--- src/rtl/piradspi_core.sv ---
// piradspi_core: SPI master behind an AXI4-Lite CSR slave; profiles pick divider, mode, length and target.
// Optional PIRADSPI_LOOPBACK_EN: STATUS bit2 routes mosi back into the receive shifter instead of miso.
module piradspi_core #(
  parameter int C_SPI_SEL_MODE   = 1,
  parameter int C_CSR_DATA_WIDTH = 32,
  parameter int C_CSR_ADDR_WIDTH = 8,
  parameter int C_SPI_SEL_WIDTH  = 5,
  parameter int C_NUM_PROFILES   = 16
) (
  input  logic                          csr_aclk,
  input  logic                          csr_areset,
  input  logic [C_CSR_ADDR_WIDTH-1:0]   csr_awaddr,
  input  logic [2:0]                    csr_awprot,
  input  logic                          csr_awvalid,
  output logic                          csr_awready,
  input  logic [C_CSR_DATA_WIDTH-1:0]   csr_wdata,
  input  logic [C_CSR_DATA_WIDTH/8-1:0] csr_wstrb,
  input  logic                          csr_wvalid,
  output logic                          csr_wready,
  output logic [1:0]                    csr_bresp,
  output logic                          csr_bvalid,
  input  logic                          csr_bready,
  input  logic [C_CSR_ADDR_WIDTH-1:0]   csr_araddr,
  input  logic [2:0]                    csr_arprot,
  input  logic                          csr_arvalid,
  output logic                          csr_arready,
  output logic [C_CSR_DATA_WIDTH-1:0]   csr_rdata,
  output logic [1:0]                    csr_rresp,
  output logic                          csr_rvalid,
  input  logic                          csr_rready,
  output logic                          sclk,
  output logic                          mosi,
  input  logic                          miso,
  output logic                          csn_active,
  output logic [C_SPI_SEL_WIDTH-1:0]    csn
);
  localparam int AW = C_CSR_ADDR_WIDTH;
  localparam int SW = C_SPI_SEL_WIDTH;
  localparam logic [SW-1:0] CSN_IDLE = (C_SPI_SEL_MODE == 0) ? {SW{1'b1}} : {SW{1'b0}};

  typedef enum logic [1:0] {IDLE, SETUP, SHIFT, HOLD} state_t;
  state_t state;

  logic [31:0]   prof [16];
  logic [63:0]   tx, rx, sh, rxsh, rx_nxt;
  logic          done, lb, in_bit, samp, cmd_go, prof_wr, prof_rd;
  logic [7:0]    div, cnt;
  logic          cpol, cpha;
  logic [5:0]    nb;
  logic [6:0]    ecnt, sh_amt;
  logic [31:0]   p, rd;
  logic [SW-1:0] p_idx, csn_sel;
  logic [AW-3:0] wa, ra;
  logic          unused;

  assign csr_bresp = 2'b00;
  assign csr_rresp = 2'b00;
  assign wa = csr_awaddr[AW-1:2];
  assign ra = csr_araddr[AW-1:2];
  assign unused = ^{csr_awprot, csr_arprot, csr_awaddr[1:0], csr_araddr[1:0]};

`ifdef PIRADSPI_LOOPBACK_EN
  assign in_bit = lb ? mosi : miso;
`else
  assign lb     = 1'b0;
  assign in_bit = miso;
`endif

  function automatic logic [31:0] wmask(input logic [31:0] o, input logic [31:0] d, input logic [3:0] s);
    logic [31:0] r;
    for (int i = 0; i < 4; i++) r[i*8 +: 8] = s[i] ? d[i*8 +: 8] : o[i*8 +: 8];
    return r;
  endfunction

  assign prof_wr = (csr_awaddr[AW-1:6] == (AW-6)'(1)) && ({1'b0, csr_awaddr[5:2]} < 5'(C_NUM_PROFILES));
  assign prof_rd = (csr_araddr[AW-1:6] == (AW-6)'(1));
  assign cmd_go  = csr_awready && (wa == (AW-2)'(2)) && (state == IDLE) &&
                   ({1'b0, csr_wdata[3:0]} < 5'(C_NUM_PROFILES));
  assign p       = prof[csr_wdata[3:0]];
  assign p_idx   = p[24 +: SW];
  // Without cpha the first bit goes straight onto mosi at SETUP, so skip it in the shifter.
  assign sh_amt  = 7'd63 - {1'b0, p[15:10]} + {6'd0, ~p[9]};
  assign samp    = ~ecnt[0] ^ cpha;
  assign rx_nxt  = {rxsh[62:0], in_bit};

  always_comb begin
    csn_sel = CSN_IDLE;
    if (C_SPI_SEL_MODE == 0) begin
      for (int i = 0; i < SW; i++) if (p_idx == SW'(i)) csn_sel[i] = 1'b0;
    end else csn_sel = p_idx;
  end

  always_comb begin
    rd = '0;
    if (prof_rd) rd = prof[csr_araddr[5:2]];
    else case (ra)
      (AW-2)'(0): rd = 32'h5052_5350;
      (AW-2)'(1): rd = {29'd0, lb, done, state != IDLE};
      (AW-2)'(4): rd = tx[31:0];
      (AW-2)'(5): rd = tx[63:32];
      (AW-2)'(6): rd = rx[31:0];
      (AW-2)'(7): rd = rx[63:32];
      default:    rd = '0;
    endcase
  end

  always_ff @(posedge csr_aclk or posedge csr_areset) begin
    if (csr_areset) begin
      csr_arready <= 1'b0;
      csr_rvalid  <= 1'b0;
      csr_rdata   <= '0;
    end else begin
      csr_arready <= csr_arvalid && !csr_rvalid && !csr_arready;
      if (csr_rvalid && csr_rready) csr_rvalid <= 1'b0;
      if (csr_arready) begin
        csr_rvalid <= 1'b1;
        csr_rdata  <= rd;
      end
    end
  end

  always_ff @(posedge csr_aclk or posedge csr_areset) begin
    if (csr_areset) begin
      csr_awready <= 1'b0; csr_wready <= 1'b0; csr_bvalid <= 1'b0;
      for (int i = 0; i < 16; i++) prof[i] <= '0;
      tx <= '0; rx <= '0; sh <= '0; rxsh <= '0; done <= 1'b0;
`ifdef PIRADSPI_LOOPBACK_EN
      lb <= 1'b0;
`endif
      div <= '0; cnt <= '0; cpol <= 1'b0; cpha <= 1'b0; nb <= '0; ecnt <= '0;
      sclk <= 1'b0; mosi <= 1'b0; csn_active <= 1'b0; csn <= CSN_IDLE;
      state <= IDLE;
    end else begin
      csr_awready <= csr_awvalid && csr_wvalid && !csr_bvalid && !csr_awready;
      csr_wready  <= csr_awvalid && csr_wvalid && !csr_bvalid && !csr_awready;
      if (csr_bvalid && csr_bready) csr_bvalid <= 1'b0;
      if (csr_awready) begin
        csr_bvalid <= 1'b1;
        if (wa == (AW-2)'(4)) tx[31:0]  <= wmask(tx[31:0], csr_wdata, csr_wstrb);
        if (wa == (AW-2)'(5)) tx[63:32] <= wmask(tx[63:32], csr_wdata, csr_wstrb);
        if (wa == (AW-2)'(1) && csr_wstrb[0]) begin
          if (csr_wdata[1]) done <= 1'b0;
`ifdef PIRADSPI_LOOPBACK_EN
          lb <= csr_wdata[2];
`endif
        end
        if (prof_wr) prof[csr_awaddr[5:2]] <= wmask(prof[csr_awaddr[5:2]], csr_wdata, csr_wstrb);
      end

      case (state)
        IDLE: if (cmd_go) begin
          div <= p[7:0]; cpol <= p[8]; cpha <= p[9]; nb <= p[15:10];
          cnt <= '0; ecnt <= '0; rxsh <= '0;
          sclk <= p[8];
          sh <= tx << sh_amt;
          if (!p[9]) mosi <= tx[p[15:10]];
          csn_active <= 1'b1;
          csn <= csn_sel;
          state <= SETUP;
        end
        default: begin
          if (cnt != div) cnt <= cnt + 8'd1;
          else begin
            cnt <= '0;
            if (state == HOLD) begin
              state <= IDLE; csn_active <= 1'b0; csn <= CSN_IDLE; done <= 1'b1;
            end else begin
              // Odd edge counts are trailing edges; the last one closes SHIFT.
              sclk <= ~sclk;
              ecnt <= ecnt + 7'd1;
              if (samp) rxsh <= rx_nxt;
              else begin
                mosi <= sh[63];
                sh   <= {sh[62:0], 1'b0};
              end
              if (state == SETUP) state <= SHIFT;
              else if (ecnt == {nb, 1'b1}) begin
                state <= HOLD;
                rx <= samp ? rx_nxt : rxsh;
              end
            end
          end
        end
      endcase
    end
  end
endmodule

--- config.mk ---
export PLATFORM = sky130hd
export DESIGN_NAME = piradspi_core
export DESIGN_NICKNAME = d
export VERILOG_FILES = /design/src/rtl/piradspi_core.sv
export SDC_FILE = /design/constraint.sdc
export NUM_CORES = 2
export LEC_CHECK = 0
export BUFFER_PORTS_ARGS = -buffer_cell sky130_fd_sc_hd__buf_2
export CORE_MARGIN = 4
export CORE_UTILIZATION = 40
export CTS_CLUSTER_DIAMETER = 100
export DETAILED_ROUTE_END_ITERATION = 8
export PLACE_DENSITY_LB_ADDON = 0.08
export SYNTH_ARGS = -nofsm -noshare
export SYNTH_HDL_FRONTEND = slang
export SYNTH_SLANG_ARGS = --single-unit
export TNS_END_PERCENT = 30
--- constraint.sdc ---
create_clock -name csr_aclk -period 61.6 [get_ports csr_aclk]
set_input_delay 3.08 -clock csr_aclk [delete_from_list [all_inputs] [get_ports csr_aclk]]
set_output_delay 3.08 -clock csr_aclk [all_outputs]
set_load 0.02 [all_outputs]
# Yosys cells after proc, flatten, opt, wreduce, memory -nomap -nowiden
# Index checks and enable logic that the tools add are counted.
# Widths: inputs -> output; s select.
dict set report word_totals {
  ff_bits 845
  out_inout_bits 49
  wordCells 193
}
dict set report op_classes {
  addsub 4
  order_cmp 5
  eq_ne 20
  shift 1
  mux 71
  n_bitwise 11
  n_reduce_logical 38
}
# cell n
set ops {}
lappend ops {{$mux 64} 10}
lappend ops {{$bwmux 512} 1}
lappend ops {{$bmux 32 s4} 3}
lappend ops {{$mux 32} 6}
lappend ops {{$pmux 32 s6} 1}
lappend ops {{$demux 32 s4} 1}
lappend ops {{$shl 64x7->64} 1}
lappend ops {{$mux 29} 2}
lappend ops {{$mux 8} 7}
lappend ops {{$eq 6x3->1 const B} 6}
lappend ops {{$reduce_and 3->1} 11}
lappend ops {{$mux 7} 4}
lappend ops {{$mux 1} 25}
lappend ops {{$mux 5} 4}
lappend ops {{$ge 5x5->1 const B} 3}
lappend ops {{$not 4->5} 3}
lappend ops {{$eq 6x1->1 const B} 2}
lappend ops {{$mux 2} 6}
lappend ops {{$logic_and 1x1->1} 11}
lappend ops {{$reduce_and 5->1} 2}
lappend ops {{$add 8x1->8 const B} 1}
lappend ops {{$ne 2x2->1 const B} 4}
lappend ops {{$ne 8x8->1} 1}
lappend ops {{$reduce_bool 2->1} 4}
lappend ops {{other kinds (19)} 31}

# Logic depth before layout (Yosys ltp)
dict set report logic_depth {
  ltp_word 9
  ltp_mapped 20
  mapped_depth_nobuf 14
}

# Worst setup path after synthesis
# No wires, ideal clock.
dict set report synth_path {
  path_type {input -> register}
  startpoint {input port csr_wdata[2]}
  endpoint {register sh[28]}
  t_arrival_ps 7873
  slack_ps 53600
  path_stages 19
  cell_sequence {buf_4 buf_6 buf_4 mux4_2 mux2i_1 mux2i_2 clkinv_1 ha_1 ha_1 clkbuf_1 buf_1 buf_1 mux2i_1 nand2_1 o21ai_0 mux2i_1 mux4_2 a221oi_1 nor2_1}
}
dict set report synth_between {
  elab_chain_len 9
}
# item line_no
set synth_rtl {}
lappend synth_rtl {{start, declared} 16} ;# input logic [C_CSR_DATA_WIDTH-1:0] csr_wdata,
lappend synth_rtl {{$not 4->5 (not written as such) *} 79} ;# assign p = prof[csr_wdata[3:0]];
lappend synth_rtl {{$bmux 32 s4 *} 79}
lappend synth_rtl {{$mux 29 (not written as such) * (2 in a row)} 79}
lappend synth_rtl {{$sub 6x6->7 or $not 1->1 (tied branches)} 82} ;# assign sh_amt = 7'd63 - {1'b0, p[15:10]} + {6'd0, ~p[9]};
lappend synth_rtl {{$add 7x1->7 *} 82}
lappend synth_rtl {{$shl 64x7->64 *} 155} ;# sh <= tx << sh_amt;
lappend synth_rtl {{$mux 64 *} 151} ;# IDLE: if (cmd_go) begin
lappend synth_rtl {{$mux 64 *} 150} ;# case (state)
lappend synth_rtl {{end signal, assigned} 155}
lappend synth_rtl {{end signal, assigned} 174} ;# sh <= {sh[62:0], 1'b0};
lappend synth_rtl {{end, declared} 45} ;# logic [63:0] tx, rx, sh, rxsh, rx_nxt;
# Every way passes the cells marked *; elsewhere a longest branch is shown, timed or not. The select of a mux whose other input is x is not followed.
# A chain may end at the register's enable or synchronous reset.

# Worst setup path after layout
dict set report layout_path {
  startpoint {input port csr_wdata[3]}
  endpoint {register sh[24]}
}
# The elaborated chain is that of the path after synthesis.

==> flow_summary.yaml <==
clock_network:
  ctsResizeCount: 0
  clk_latency_ps: 710
  cts_buffers: 98
  clk_pin_slew_ps: 60
  cts_max_path_buffers: 3
  cts_hold_buf: 0
  cts_root_buffer: "clkbuf_16"
  cts_tree: "yes"
  cts_setup_buffers: 0
  clock-sinks: 845
  cts-htree-levels: 3
global_route:
  grtUsageMet3_pct: 3.68
  track_usage_pct: 26.1
  met1_usage_pct: 38.2
  grt-ovfl-total: 0
  first_global_vias: 35253
  grt_pass1_wl_mm: 246
  grt_use_met2_pct: 41.2
  grt_max_degree: 128
  top_usage_layer: "met2"
  antenna_found_initial: 12
drt:
  via_per_inst: 6.01
  vias: 35596
  drt-total-wl_mm: 165
  drtPass1Iterations: 7
  drt_iter0_drc: 3461
  drc: 0
  final_antenna_net_count: 0
  wire_per_inst_um: 27.8
critical_path:
  cp_max_fo: 57
  crit_start: "csr_wdata[3]"
  r2r_setup_slack_ps: 55720
  critPathRequiredTime_ps: 62190
  cp.arrival_ps: 9210
  r2r-start: "prof[394]$_DFFE_PP0P_"
  r2r-end: "sh[24]$_DFFE_PP0P_"
  start_kind: "input port"
  critPathCaptureType: "flop"
  crit_type: "input port to flop"
  worstSetupEndpoint: "sh[24]$_DFFE_PP0P_"
  rr_worst_depth: 15
logic_synthesis:
  synth_fa_ha_area_share_pct: 0.181
  synth_cells: 4329
  synthesis.area_um2: 48300
  synth.avg_cell_area_um2: 11.2
  synth_edf_count: 0
  synth_compound_area_share_pct: 12.9
  synth_simple_gate_area_share_pct: 9.17
  ys_seq_elements: 845
  synth_seq_area_share_pct: 43.8
  synth_cell_types: 85
  synth.yosys.warnings: 0
  synth_ff_type: "dfrtp_1"
  synth_xor_xnor_area_share_pct: 0.520
  synth_top_family_by_area: "multiplexers"
  async_flop_share_pct: 100
  muxShareOfSynthArea_pct: 29.9
die:
  fp-row-count: 127
  ios: 115
  die_area_um2: 126000
  dieHeight_um: 356
  start_util_pct: 40.3
  core_area_um2: 120000
  die_w_um: 356
worst_hold_path:
  hold_class: "flop to flop"
  hold-path-cell-count: 1
pwr:
  p_sw_share_pct: 35.8
  leakage_uw: 0.0226
  power.switching_uw: 662
  vdd_drop_max_mv: 0.0443
  power.density_nw_per_um2: 34.4
  p_seq_share_pct: 37.5
  p_int_uw: 1190
  p_clk_share_pct: 32.7
  combPwrFrac_pct: 29.8
place:
  place.gp.congestion: 0.920
  post_dp_cell_area_um2: 50300
  hpwl_mm: 105
  numPortBuffers: 100
run_status:
  status: "completed"
sta:
  final_max_slew_viol_count: 0
  tightest_slew_ps: 1330
  max_freq_mhz: 116
  slew-limit-headroom_pct: 9.03
  grt_setup_unrepaired: "false"
  tns_ps: 0
  final-setup-viol-count: 0
  hold_viol: 0
  hold_ws_ps: 448
  fin_skew_ps: 44.4
  fin_crit_ps: 8620
  finalCritPeriodShare_pct: 14.0
run:
  drv_cap: 0
final_layout:
  area_growth_pct: 11.1
  final_cell_area_um2: 53700
  final_cell_mix: "dfrtp_1, nand2_1, mux4_2"
  n_fill_cell: 11263
  fin_nets: 4304
  drive_gt1_share_pct: 23.7
  final_common_cell: "dfrtp_1"
how the worst min path moves through the flow:
stage | startpoint | endpoint | slack (ps)
final | csr_bvalid$_DFFE_PP0P_ | csr_wready$_DFF_PP0_ | 450
after global routing | csr_rvalid$_DFFE_PP0P_ | csr_arready$_DFF_PP0_ | 470
after CTS | csr_bvalid$_DFFE_PP0P_ | csr_wready$_DFF_PP0_ | 450
after detailed placement | csr_bvalid$_DFFE_PP0P_ | csr_wready$_DFF_PP0_ | 440
after global placement | csr_rvalid$_DFFE_PP0P_ | csr_arready$_DFF_PP0_ | 440
after floorplan | rx[10]$_DFFE_PP0P_ | rx[10]$_DFFE_PP0P_ | 440
final cells by class:
class                           instances  area [µm²]  area share (%)
Antenna cell                            2        5.00         0.00932
Clock buffer                          148        2930            5.46
Clock inverter                         34         422           0.785
Inverter                               36         143           0.266
Multi-Input combinational cell       3054       25700            47.9
Sequential cell                       845       21100            39.4
Tap cell                             1612        2020            3.76
Timing Repair Buffer                  196        1280            2.39
per-stage QoR:
| stage | setup WS, ps | util [%] | instances | power, µW |
|---|---|---|---|---|
| 2_1_floorplan | 34780 | - | 4332 | 1060 |
| 3_3_place_gp | 52360 | 42.0 | 5743 | 1240 |
| 3_5_place_dp | 52280 | 42.0 | 5743 | 1250 |
| 4_1_cts | 53000 | 44.7 | 5925 | 1860 |
| 5_1_grt | 52650 | 44.7 | 5925 | 1940 |
| 6_report | 52980 | 44.8 | 5927 | 1850 |
per-layer routing:
layer	part of all wire, %	up-vias
met5	0	-
met1	45	18279
met2	47	1168
met4	2.6	0
met3	6.0	241
li1	-	15908
cells by family (layout without fill, tap and decap cells):
group                      after synthesis  after routing
xor gates and xnor gates                27             27
and+or+nand+nor                       1098           1098
AOI/OAI and AO/OA                     1090           1090
muxes                                  828            828
DFF                                    845            845
other                                    1              6
buffers and inverters                  433            414
adders and majority gates                7              7
synth_stat cells (19+ instances only):
library cell	n	share of area, %
buf_1	57	0.44
mux2i_1	219	4.5
o21ai_0	410	4.2
mux4_2	478	22
buf_2	26	0.27
o22ai_1	19	0.25
clkbuf_1	300	2.3
dfrtp_1	845	44
a21oi_1	413	4.3
nor2_1	481	3.7
inv_1	33	0.26
mux2_2	127	3.0
a22oi_1	98	1.5
nand3_1	35	0.36
a31oi_1	24	0.31
nand2_1	481	3.7
nor3_1	23	0.24
power groups by stage:
stage | Clock [µW] | Combinational, µW | Sequential [µW]
2_1_floorplan | 0 | 376 | 688
3_3_place_gp | 0 | 546 | 698
3_5_place_dp | 0 | 550 | 699
4_1_cts | 618 | 550 | 691
5_1_grt | 642 | 596 | 701
6_report | 604 | 551 | 692
sequential cells by signal, summed over array words and instances (netlist names), 2 cells and up:
register   cells
csn            5
div            8
rx            64
rxsh          64
prof         512
nb             6
ecnt           7
cnt            8
csr_rdata     32
sh            64
tx            64
state          2
critical path, cell delays in order:
cell	delay (ps)
buf_2	70
buf_4	590
mux4_2	340
mux2i_1	100
mux2i_4	180
buf_4	350
clkinv_1	420
ha_2	370
nor2b_1	140
o21ai_1	230
a21oi_4	170
xnor2_4	700
buf_4	740
mux2_2	420
o21ai_0	710
mux2i_1	250
o22ai_1	210
Power figures use the tool's default switching activity.
